===== src/rtl/config_write_arbiter.sv =====
// Session arbiter sharing the ConfigFSM write port between NUM_SRC sources.
// Optional macro CFG_ARB_ROUND_ROBIN_EN: round-robin owner selection.
module config_write_arbiter #(
  parameter int NUM_SRC        = 3,
  parameter int TIMEOUT_CYCLES = 1_000_000,
  parameter int DATA_WIDTH     = 32
) (
  input  logic                          CLK,
  input  logic                          reset,
  input  logic [NUM_SRC-1:0]            src_active,
  input  logic [NUM_SRC*DATA_WIDTH-1:0] src_data,
  input  logic [NUM_SRC-1:0]            src_strobe,
  input  logic                          flag_clear,
  output logic [NUM_SRC-1:0]            grant,
  output logic                          busy,
  output logic [DATA_WIDTH-1:0]         cfg_write_data,
  output logic                          cfg_write_strobe,
  output logic                          fsm_reset,
  output logic [NUM_SRC-1:0]            drop_flag,
  output logic [NUM_SRC-1:0]            timeout_flag
);

  localparam int IW = (NUM_SRC > 1) ? $clog2(NUM_SRC) : 1;
  localparam int CW = $clog2(TIMEOUT_CYCLES);

  typedef enum logic [1:0] {IDLE, SYNC, OWNED, RELEASE} state_t;

  state_t              state, state_n;
  logic [IW-1:0]       owner, owner_n, sel;
  logic                sel_valid;
  logic [CW-1:0]       idle_cnt, idle_cnt_n;
  logic [NUM_SRC-1:0]  lockout, lockout_n;
  logic [NUM_SRC-1:0]  eligible, owner_oh, fwd_mask;
  logic [NUM_SRC-1:0]  drop_set, tmo_set;
  logic                own_strobe, own_active, timeout_hit;

  logic [NUM_SRC-1:0]    grant_d, drop_d, tmo_d;
  logic                  busy_d, strobe_d, fsm_reset_d;
  logic [DATA_WIDTH-1:0] data_d;

  assign eligible    = src_active & ~lockout;
  assign owner_oh    = NUM_SRC'(1) << owner;
  assign own_strobe  = |(src_strobe & owner_oh);
  assign own_active  = |(src_active & owner_oh);
  assign timeout_hit = (state == OWNED) && own_active && !own_strobe &&
                       (idle_cnt == CW'(TIMEOUT_CYCLES - 1));

`ifdef CFG_ARB_ROUND_ROBIN_EN
  logic [IW-1:0] last;

  // Round-robin search starting just after the previous owner.
  always_comb begin
    int idx;
    idx       = 0;
    sel       = '0;
    sel_valid = 1'b0;
    for (int k = NUM_SRC - 1; k >= 0; k--) begin
      idx = (int'(last) + 1 + k) % NUM_SRC;
      if (eligible[idx]) begin
        sel       = IW'(idx);
        sel_valid = 1'b1;
      end
    end
  end

  // Remember the most recent owner; reset value makes source 0 first.
  always_ff @(posedge CLK or posedge reset) begin
    if (reset)
      last <= IW'(NUM_SRC - 1);
    else if (state == IDLE && sel_valid)
      last <= sel;
  end
`else
  // Fixed priority: the lowest eligible index wins.
  always_comb begin
    sel       = '0;
    sel_valid = 1'b0;
    for (int i = NUM_SRC - 1; i >= 0; i--) begin
      if (eligible[i]) begin
        sel       = IW'(i);
        sel_valid = 1'b1;
      end
    end
  end
`endif

  // State, owner, idle counter and lockout registers.
  always_ff @(posedge CLK or posedge reset) begin
    if (reset) begin
      state    <= IDLE;
      owner    <= '0;
      idle_cnt <= '0;
      lockout  <= '0;
    end else begin
      state    <= state_n;
      owner    <= owner_n;
      idle_cnt <= idle_cnt_n;
      lockout  <= lockout_n;
    end
  end

  // Session sequencing: select, sync, own, release.
  always_comb begin
    state_n    = state;
    owner_n    = owner;
    idle_cnt_n = idle_cnt;
    unique case (state)
      IDLE: begin
        if (sel_valid) begin
          owner_n = sel;
          state_n = SYNC;
        end
      end
      SYNC: begin
        idle_cnt_n = '0;
        state_n    = OWNED;
      end
      OWNED: begin
        idle_cnt_n = own_strobe ? '0 : idle_cnt + CW'(1);
        if (!own_active || timeout_hit)
          state_n = RELEASE;
      end
      RELEASE: state_n = IDLE;
      default: state_n = IDLE;
    endcase
  end

  // Next values for the registered outputs and sticky bookkeeping.
  always_comb begin
    fwd_mask    = (state == OWNED) ? owner_oh : '0;
    drop_set    = src_strobe & ~fwd_mask;
    tmo_set     = timeout_hit ? owner_oh : '0;
    lockout_n   = (lockout & src_active) | tmo_set;
    busy_d      = (state_n == SYNC) || (state_n == OWNED);
    grant_d     = busy_d ? (NUM_SRC'(1) << owner_n) : '0;
    fsm_reset_d = (state_n == SYNC);
    strobe_d    = (state == OWNED) && own_strobe;
    data_d      = strobe_d ?
                  src_data[int'(owner)*DATA_WIDTH +: DATA_WIDTH] :
                  cfg_write_data;
    drop_d      = (drop_flag & ~{NUM_SRC{flag_clear}}) | drop_set;
    tmo_d       = (timeout_flag & ~{NUM_SRC{flag_clear}}) | tmo_set;
  end

  // Output registers.
  always_ff @(posedge CLK or posedge reset) begin
    if (reset) begin
      grant            <= '0;
      busy             <= 1'b0;
      cfg_write_data   <= '0;
      cfg_write_strobe <= 1'b0;
      fsm_reset        <= 1'b0;
      drop_flag        <= '0;
      timeout_flag     <= '0;
    end else begin
      grant            <= grant_d;
      busy             <= busy_d;
      cfg_write_data   <= data_d;
      cfg_write_strobe <= strobe_d;
      fsm_reset        <= fsm_reset_d;
      drop_flag        <= drop_d;
      timeout_flag     <= tmo_d;
    end
  end

endmodule


===== config.mk =====
export PLATFORM = sky130hd
export DESIGN_NAME = config_write_arbiter
export DESIGN_NICKNAME = d
export VERILOG_FILES = /design/src/rtl/config_write_arbiter.sv
export SDC_FILE = /design/constraint.sdc
export NUM_CORES = 1
export LEC_CHECK = 0
export CAP_MARGIN = 20
export CORE_UTILIZATION = 44
export CTS_BUF_LIST = sky130_fd_sc_hd__clkbuf_8 sky130_fd_sc_hd__clkbuf_16
export CTS_CLUSTER_DIAMETER = 80
export CTS_CLUSTER_SIZE = 14
export DETAILED_ROUTE_END_ITERATION = 7
export PLACE_DENSITY = 0.81
export SYNTH_ARGS = -nofsm -noshare
export SYNTH_HDL_FRONTEND = slang
export SYNTH_SLANG_ARGS = --single-unit

===== constraint.sdc =====
create_clock -name CLK -period 2.8 [get_ports CLK]
set_input_delay 0.42 -clock CLK [delete_from_list [all_inputs] [get_ports CLK]]
set_output_delay 0.42 -clock CLK [all_outputs]
set_load 0.1 [all_outputs]

==> impl_metrics.ini <==
[timing]
finalSetupTns_ps = 0
maxSlewViolCount = 0
fin_skew_ps = 6.73
hold_violations = 0
setup_viol = 0
worst_pin_slew_ps = 498
fin_ws_ps = 433
rsz0062_at_grt = no
fmax_mhz = 423
layout_worst_path_cycle_share = 0.845
finalCriticalPeriod_ps = 2370
slew_headroom = 0.668

[finish]
nNetsFinal = 621
n_antenna_cell = 0
area_growth_syn_to_layout_pct = 45.8
multi_input_area_mm2 = 0.00180
fin_cells = 621
fillers = 643
register_area_mm2 = 0.00178
drive_above_1_share = 0.207
post-route-util = 0.660

[logic_synthesis]
ys_seq_elements = 71
synthArstFlopShare = 1.00
synth_flop_cell = dfrtp_1
synth_top_area_cell = dfrtp_1
syn-num-nets = 472
netlist_top_cells_count = dfrtp_1 (71), o21ai_0 (45), nand2_1 (41), mux2i_1 (34), mux2_2 (33)
yosys.area.top_type_share = 0.477
synth_area_per_cell_um2 = 10.3
yosys-top-cells-area = dfrtp_1 (48%), mux2_2 (10%), mux2i_1 (9.1%)
syn_area_mm2 = 0.00372
seq_area_frac_synth = 0.477
yosysWarningCount = 0
synth_cells = 362
synth_edf_count = 0
ys_types = 44
yosysMostFrequentCell = dfrtp_1

[floorplan]
core_area_mm2 = 0.00822
initial_core_util = 0.453
rows = 33
die_area_mm2 = 0.00883
die_x_um = 94.0
ios = 149
die_h_um = 94.0

[clock_tree]
cts_setup_buffers = 0
clkTransAtPathRegs_ps = 70
cts_hold_buf = 0
clkLatencyLatePin_ps = 330
htreeDepth = 3
clockBufferDepth = 2
tritoncts = done
cts-resized-gates = 0
root_buffer = clkbuf_8
cts_sinks = 71
cts-buffers-inserted = 9

[worst_setup_path]
cp_data_arrival_time_ps = 2610
startpoint_type = flip-flop
critPathMaxFanout = 4
worst-path-buf-inv = 0
worstPathCellList = or4b_2 -> nor3_2 -> a311oi_1 -> o31ai_1 -> ha_1 -> nor3b_1
crit_type = reg2reg
slowest_stage = or4b_2
end_kind = flip-flop
cpPeakStageDelay_ps = 690
crit_required_ps = 3040
cpLargestDelayFamily = simple AND/OR/NAND/NOR gates

[power_and_ir_drop]
p_leak_nw = 2.40
power.total_mw = 6.49
ir_drop_uv = 476
power_density_mw_per_mm2 = 1200

[grt]
grt_pass1_wl_um = 16000
globalRouteTotalUtil = 0.241
grt_max_degree = 51
overflow = 0
grt_pass1_vias = 3234
antenna_found_initial = 0

[route]
vias_per_cell = 5.35
wirelength_um = 10500
wl_per_cell_um = 16.9
vias = 3322
dr.pass1.iters = 4
drt_iter0_drc = 138
drc_errors = 0
detail-route-antenna-nets = 0

[place]
gp_congestion = 0.878
placed_cells = 605
dpl_worst_slack_ps = 438
numPortBuffers = 148
hpwlAfterDp_um = 7990

[min_path]
hp-class = in2async

[run]
cap_violations = 0

[run_status]
outcome = finished, final reports clean
placed cells by master, fill, tap and decap left out, types with 2 or more instances in the layout:
| cell type | instances |
|---|---|
| nand4_1 | 7 |
| o22ai_1 | 5 |
| or4_1 | 3 |
| mux2i_1 | 34 |
| buf_4 | 50 |
| xnor2_1 | 4 |
| clkbuf_8 | 10 |
| nor3b_1 | 2 |
| nor2_1 | 11 |
| a21oi_1 | 8 |
| nand2_1 | 41 |
| o32ai_1 | 2 |
| nor3_1 | 4 |
| and4_1 | 2 |
| o31ai_1 | 6 |
| ha_1 | 5 |
| mux2_2 | 33 |
| buf_12 | 2 |
| and3_1 | 3 |
| nand3_1 | 7 |
| nand3b_1 | 3 |
| dfrtp_1 | 70 |
| o21ai_0 | 45 |
| or3_1 | 5 |
| xor2_1 | 5 |
| clkinv_2 | 3 |
| clkdlybuf4s50_1 | 104 |
| inv_1 | 20 |
power breakdown:
| part | switching (mW) | total [mW] | internal, mW |
|---|---|---|---|
| Combinational | 3.02 | 4.19 | 1.18 |
| Clock | 0.361 | 0.786 | 0.425 |
| Sequential | 0.173 | 1.51 | 1.34 |
registers in the layout (all words and copies together) (netlist names), 2 cells and up:
register	flops
state	2
idle_cnt	20
cfg_write_data	32
grant	3
owner	2
drop_flag	3
lockout	3
timeout_flag	3
path summary, 6_finish.rpt:
check / from / end / slack, ps / depth (start not counted)
setup / recovery: idle_cnt[10]$_DFFE_PP0P_ / grant[2]$_DFF_PP0_ / 430 / 6
hold / removal: reset / idle_cnt[8]$_DFFE_PP0P_ / 430 / 2
setup reg to reg: idle_cnt[10]$_DFFE_PP0P_ / grant[2]$_DFF_PP0_ / 430 / 6
hold reg to reg: cfg_write_data[20]$_DFFE_PP0P_ / cfg_write_data[20]$_DFFE_PP0P_ / 510 / 1
max in group asynchronous: reset / owner[1]$_DFF_PP0_ / 1730 / 3
min in group CLK: cfg_write_data[20]$_DFFE_PP0P_ / cfg_write_data[20]$_DFFE_PP0P_ / 510 / 1
worst reg2reg max path, delay by kind of cell, from the launching register on:
family,cells,cell delay [ps]
simple gates,3,1110
flops,1,410
compound gates,2,430
fa+ha+maj,1,330
cells by family after synthesis:
logic type,after synthesis,synth area share
flops,71,0.477
mux,67,0.191
simple gates,98,0.138
compound gates,75,0.116
xor+xnor,9,0.0212
buf+inv,37,0.0397
fa+ha+maj,5,0.0168
routing by layer:
layer | share of wire | wire (um) | GRT usage | up-vias
met2 | 0.50 | 5210 | 0.415 | 116
li1 | - | - | - | 1590
met4 | 0.017 | 179 | 0.103 | 0
met1 | 0.40 | 4210 | 0.285 | 1602
met3 | 0.083 | 871 | 0.0599 | 14
met5 | 0 | 0 | 0 | -
cell type report:
| class | count | area share |
|---|---|---|
| Clock buffer | 10 | 0.0254 |
| Clock inverter | 6 | 0.00968 |
| Inverter | 19 | 0.0131 |
| Multi-Input combinational cell | 254 | 0.332 |
| Sequential cell | 71 | 0.328 |
| Tap cell | 105 | 0.0242 |
| Timing Repair Buffer | 156 | 0.268 |
per-stage QoR:
stage	hold slack [ps]	cell area [um^2]
after floorplan	460	3720
after global placement	487	5240
after detailed placement	493	5240
after CTS	427	5430
after global routing	487	5430
final	428	5430
(Power assumes the default switching activity.)
